## config.mk

```make
export PLATFORM = sky130hd
export DESIGN_NAME = im_loader
export DESIGN_NICKNAME = d
export VERILOG_FILES = /design/src/rtl/im_loader.sv
export SDC_FILE = /design/constraint.sdc
export NUM_CORES = 1
export LEC_CHECK = 0
export ABC_AREA = 1
export CORE_UTILIZATION = 40
export DETAILED_ROUTE_END_ITERATION = 10
export GPL_TIMING_DRIVEN = 0
export SYNTH_ARGS = -nofsm -noshare
export SYNTH_HDL_FRONTEND = slang
export SYNTH_SLANG_ARGS = --single-unit
```

## constraint.sdc

```tcl
create_clock -name clk -period 3.25 [get_ports clk]
set_input_delay 0.325 -clock clk [delete_from_list [all_inputs] [get_ports clk]]
set_output_delay 0.325 -clock clk [all_outputs]
set_load 0.02 [all_outputs]
```

## src/rtl/im_loader.sv

```systemverilog
// rtl/im_loader.sv - byte-stream loader assembling 17-bit words onto the instruction memory write port
// Optional trailing XOR checksum byte enabled by defining IM_LOADER_CKSUM_EN.
module im_loader #(
  parameter int DEPTH     = 8192,
  parameter int BASE_ADDR = 0
) (
  input  logic        clk,
  input  logic        rst,
  input  logic        start,
  input  logic [7:0]  rx_data,
  input  logic        rx_vld,
  output logic        rx_rdy,
  output logic        im_we,
  output logic [15:0] im_addr,
  output logic [16:0] im_wdata,
  output logic        busy,
  output logic        done,
  output logic        err,
  output logic [13:0] words
);

  typedef enum logic [3:0] {
    S_IDLE, S_HDR0, S_HDR1, S_B0, S_B1, S_B2, S_WR, S_CK, S_DONE, S_ERR
  } state_t;

  localparam logic [31:0] LIMIT     = 32'(DEPTH - BASE_ADDR);
  localparam logic [15:0] BASE_WORD = 16'(BASE_ADDR);

  state_t      state;
  logic [7:0]  cnt_hi;
  logic [15:0] n_words;
  logic        b0_bit;
  logic [7:0]  b1;
  logic        xfer;
  logic [15:0] hdr_n;
  logic [15:0] words_inc;

  assign xfer      = rx_vld & rx_rdy;
  assign hdr_n     = {cnt_hi, rx_data};
  assign words_inc = {2'b00, words} + 16'd1;

`ifdef IM_LOADER_CKSUM_EN
  logic [7:0] ck;
`endif

  always_ff @(posedge clk or posedge rst) begin
    if (rst) begin
      state    <= S_IDLE;
      rx_rdy   <= 1'b0;
      im_we    <= 1'b0;
      im_addr  <= BASE_WORD;
      im_wdata <= '0;
      busy     <= 1'b0;
      done     <= 1'b0;
      err      <= 1'b0;
      words    <= '0;
      cnt_hi   <= '0;
      n_words  <= '0;
      b0_bit   <= 1'b0;
      b1       <= '0;
`ifdef IM_LOADER_CKSUM_EN
      ck       <= '0;
`endif
    end else begin
      done  <= 1'b0;
      im_we <= 1'b0;
`ifdef IM_LOADER_CKSUM_EN
      // Running XOR covers header and data bytes; the CK byte itself is excluded.
      if (xfer && state != S_CK) ck <= ck ^ rx_data;
`endif
      case (state)
        S_IDLE, S_DONE, S_ERR: begin
          if (start) begin
            state   <= S_HDR0;
            rx_rdy  <= 1'b1;
            busy    <= 1'b1;
            err     <= 1'b0;
            words   <= '0;
            im_addr <= BASE_WORD;
`ifdef IM_LOADER_CKSUM_EN
            ck      <= '0;
`endif
          end
        end
        S_HDR0: begin
          if (xfer) begin
            cnt_hi <= rx_data;
            state  <= S_HDR1;
          end
        end
        S_HDR1: begin
          if (xfer) begin
            n_words <= hdr_n;
            if (hdr_n == 16'd0) begin
              state  <= S_DONE;
              rx_rdy <= 1'b0;
              busy   <= 1'b0;
              done   <= 1'b1;
            end else if ({16'd0, hdr_n} > LIMIT) begin
              state  <= S_ERR;
              rx_rdy <= 1'b0;
              busy   <= 1'b0;
              err    <= 1'b1;
            end else begin
              state <= S_B0;
            end
          end
        end
        S_B0: begin
          if (xfer) begin
            b0_bit <= rx_data[0];
            state  <= S_B1;
          end
        end
        S_B1: begin
          if (xfer) begin
            b1    <= rx_data;
            state <= S_B2;
          end
        end
        S_B2: begin
          if (xfer) begin
            im_wdata <= {b0_bit, b1, rx_data};
            im_we    <= 1'b1;
            rx_rdy   <= 1'b0;
            state    <= S_WR;
          end
        end
        S_WR: begin
          words <= words_inc[13:0];
          if (words_inc == n_words) begin
`ifdef IM_LOADER_CKSUM_EN
            state  <= S_CK;
            rx_rdy <= 1'b1;
`else
            state  <= S_DONE;
            busy   <= 1'b0;
            done   <= 1'b1;
`endif
          end else begin
            // Address advances only between words so it never passes DEPTH-1.
            im_addr <= im_addr + 16'd1;
            state   <= S_B0;
            rx_rdy  <= 1'b1;
          end
        end
        S_CK: begin
`ifdef IM_LOADER_CKSUM_EN
          if (xfer) begin
            rx_rdy <= 1'b0;
            busy   <= 1'b0;
            if (ck == rx_data) begin
              state <= S_DONE;
              done  <= 1'b1;
            end else begin
              state <= S_ERR;
              err   <= 1'b1;
            end
          end
`else
          state  <= S_IDLE;
          rx_rdy <= 1'b0;
          busy   <= 1'b0;
`endif
        end
        default: begin
          state  <= S_IDLE;
          rx_rdy <= 1'b0;
          busy   <= 1'b0;
        end
      endcase
    end
  end

endmodule
```

==> results summary <==
Entering global routing, the biggest net connects between 50 and 60 pins. Counting the fill cells in the layout gives 1171. The total global routing track utilization is 0.226. The biggest fanout along the worst timing path is 10. The required time of the worst setup path is 3.49 ns. The number of nets in the synthesized netlist is between 600 and 700. Prior to clock tree synthesis, the placed netlist has a worst setup slack of 0.773 ns. The slowest library cell on the worst path is sky130_fd_sc_hd__dfrtp_1. The total non-filler cell area in the finished layout is around 0.0059 mm^2.

The startpoint type of the worst setup path is a flip-flop. The total number of vias came out at 4596. The worst setup path is captured at a flip-flop. The average cell area after synthesis came out at 7.19 um^2. Counting flops and latches in the post-synthesis netlist gives 89. The number of failing setup endpoints in the final timing report is 0. During I/O placement, the number of pins put on the boundary was 64. The floorplan step set the die height to 111 um. The final worst slack is 0.776 ns. The via count of the first global-routing pass came out at 4458. The die outline width is around 110 um. The post-CTS repair timing setup buffer count is 0. The library cell used most frequently in the layout, excluding fill and tap cells, is sky130_fd_sc_hd__nand2_1. The final antenna diode count is 0. During placement, the flow inserted port buffers numbering 63. The total number of yosys warnings is 0.

The overall power consumption came out at 5.41 mW. By startpoint and endpoint, the worst setup path is classified as reg -> reg. The residual antenna-violating net count after detailed routing came out at 0. The final worst hold slack came out at 0.375 ns. The path category of the worst min-delay check is in -> async. The H-tree was split into 3 levels. The cell family contributing the most delay on the critical path is simple AND/OR/NAND/NOR gates. The number of buffers on the longest clock path came out at 2. Counting I/O delays and the setup requirement, the final critical path takes about 2.5 ns.

The checks that failed: DRC. The sequential cells in the finished layout cover a total of about 0.0022 mm^2. The per-cell routed wire length came out at 14.9 um. The maximum operating frequency is 0.404 GHz.

The proportion of layout cells with a drive suffix above 1 came out at 0.0470. The overall die area is 0.0124 mm^2. The synthesized instance count came out at 666. The most numerous cell type found on the critical path is sky130_fd_sc_hd__nand2_1. TritonCTS built the clock tree. The footprint of the multi-input gates is 0.00222 mm^2. Summed over all layers, the global routing overflow is 0. The hold violation total from the final report is 0. In the layout the commonest cells are sky130_fd_sc_hd__nand2_1 (232), sky130_fd_sc_hd__dfrtp_1 (89), sky130_fd_sc_hd__inv_1 (74). The pin slew with the least headroom to its limit is ~0.63 ns.

The first-pass detailed-route iteration total is 9. Max-cap violations in this run came to 0. The worst path buffer plus inverter count is 1. The maximum cell stage delay along the critical path is 0.43 ns. The total cell area at the placement stage is around 0.0056 mm^2. Setup repair after global routing left no endpoint under its margin. The clock insertion delay at the later pin of the skew report is 0.35 ns. The mapped cell area came out at 0.00479 mm^2.

The setup skew after layout is between 0.006 and 0.007 ns. The number of DRC violations after detailed-routing iteration 0 is 294. The net total in the final layout came out at between 700 and 800.

The clock-pin slew reported for the worst setup and hold paths after clock tree synthesis is approximately 0.060 ns. The sequential-to-total area share from yosys stat is 0.465. The site row count is 39. Clock tree synthesis selected as its root buffer the cell sky130_fd_sc_hd__clkbuf_16. The power density of the placed cells came out at 913 mW/mm^2. The flow ran to the end, but the final reports show violations.

The number of CTS-inserted buffers came out at 9. The worst reg-to-reg setup slack is 0.78 ns. The initial antenna violation count is 0. The worst relative slew slack is 0.577. Routability-driven placement finished with a final weighted congestion of approximately 0.9. The first-pass GRT wire length came out at 22200 um. The total clock sinks came out at 89. The routed design has 13200 um of wire.

The detailed placer's ending HPWL is 9960 um. The core region area came out at roughly 0.012 mm^2. By area the synthesized netlist is led by sky130_fd_sc_hd__dfrtp_1 (47%), sky130_fd_sc_hd__nand2_1 (18%), sky130_fd_sc_hd__nand3_1 (7.0%). The post-cts repair resize count is 0. The worst voltage drop across the vdd grid came out at around 0.43 mV. The largest total area in the synthesized netlist belongs to sky130_fd_sc_hd__dfrtp_1. Traced cell by cell, the critical path runs through ha_1, nand2_2, nor2_4, nand3_1, nand2_1, nand2_1, nand2_1, nand2_1, nor2_1, nand2_1, nor2_2, nand3_4, buf_2, nand3_1, nand2_1.

For this run, design rule violations remaining after detail routing come to 8. The part of the cycle the worst path needs came out at 0.761. The number of different library cells used by synthesis comes to 27.

The cts-stage hold buffer count came out at 0. The share of the synthesized area in the top cell type came out at 0.465. The data arrival time of the critical path came out at 2.71 ns.

The analysis attributes to cell leakage a power of 2.80 nW. The starting density of the core came out at 0.416. The area added between synthesis and finish is 23.8%. The max-slew violation count came out at 0. The detail-routed via count per cell is 5.18.
## area by class of cell
class / instances / area share
Buffer: 13 / 0.00993
Clock inverter: 2 / 0.00634
Inverter: 76 / 0.0486
Tap cell: 143 / 0.0302
Clock buffer: 13 / 0.0439
Sequential cell: 89 / 0.376
Multi-Input combinational cell: 488 / 0.374
Timing Repair Buffer: 64 / 0.111
## worst paths after layout
kind | startpoint | end | cells past startpoint
worst max-delay path | words[0]$_DFFE_PP0P_ | im_addr[1]$_DFFE_PP0P_ | 15
worst min-delay path | rst | words[5]$_DFFE_PP0P_ | 2
worst max register to register | words[0]$_DFFE_PP0P_ | im_addr[1]$_DFFE_PP0P_ | 15
worst min register to register | im_wdata[15]$_DFFE_PP0P_ | im_wdata[15]$_DFFE_PP0P_ | 2
max in group asynchronous | rst | im_wdata[9]$_DFFE_PP0P_ | 3
min in group clk | im_wdata[15]$_DFFE_PP0P_ | im_wdata[15]$_DFFE_PP0P_ | 2
## stage by stage
stage	std cells	setup TNS [ns]	utilization
2_1_floorplan	666	0	-
3_3_place_gp	872	-81.11	0.486
3_5_place_dp	873	0	0.489
4_1_cts	888	0	0.514
5_1_grt	888	0	0.514
6_report	888	0	0.514
## per-layer routing
layer	GRT usage	wire length, um	vias up
met1	0.309	6300	2145
met5	0	0	-
met2	0.355	5910	131
met4	0.0766	263	0
li1	-	-	2301
met3	0.0523	739	19
## synth_stat cells (all sizes together)
cell and number:
ha 2, nand4 15, o21a 1, o21ai 56, clkbuf 10, and3b 1
buf 3, nand3b 4, dfrtp 89, or2 2, nor2 60, xor2 3
inv 76, nor4 3, nand3 68, nand2 237, a21oi 10, o22ai 9
nor3 16, a31oi 1
## flip-flops by register name, summed over array words and instances (netlist names), 4 cells and up
signal / cells
n_words: 16
im_addr: 16
state: 4
words: 14
cnt_hi: 8
im_wdata: 17
b1: 8
## logic make-up (layout without fill, tap and decap cells)
family / Yosys count / in the layout / synth area share
and+or+nand+nor: 406 / 406 / 0.369
DFF: 89 / 89 / 0.465
buffers and inverters: 89 / 168 / 0.0719
AOI/OAI and AO/OA: 77 / 77 / 0.0836
xor gates and xnor gates: 3 / 3 / 0.00549
adders and majority gates: 2 / 2 / 0.00523
## power breakdown
group,leakage [nW],internal [mW],switching [mW],total (mW)
registers,1.16,1.53,0.394,1.93
logic,1.50,0.903,1.51,2.42
clock network,0.142,0.634,0.432,1.07
total,2.80,3.07,2.34,5.41
Note: power is estimated with default switching activity, not from simulation.
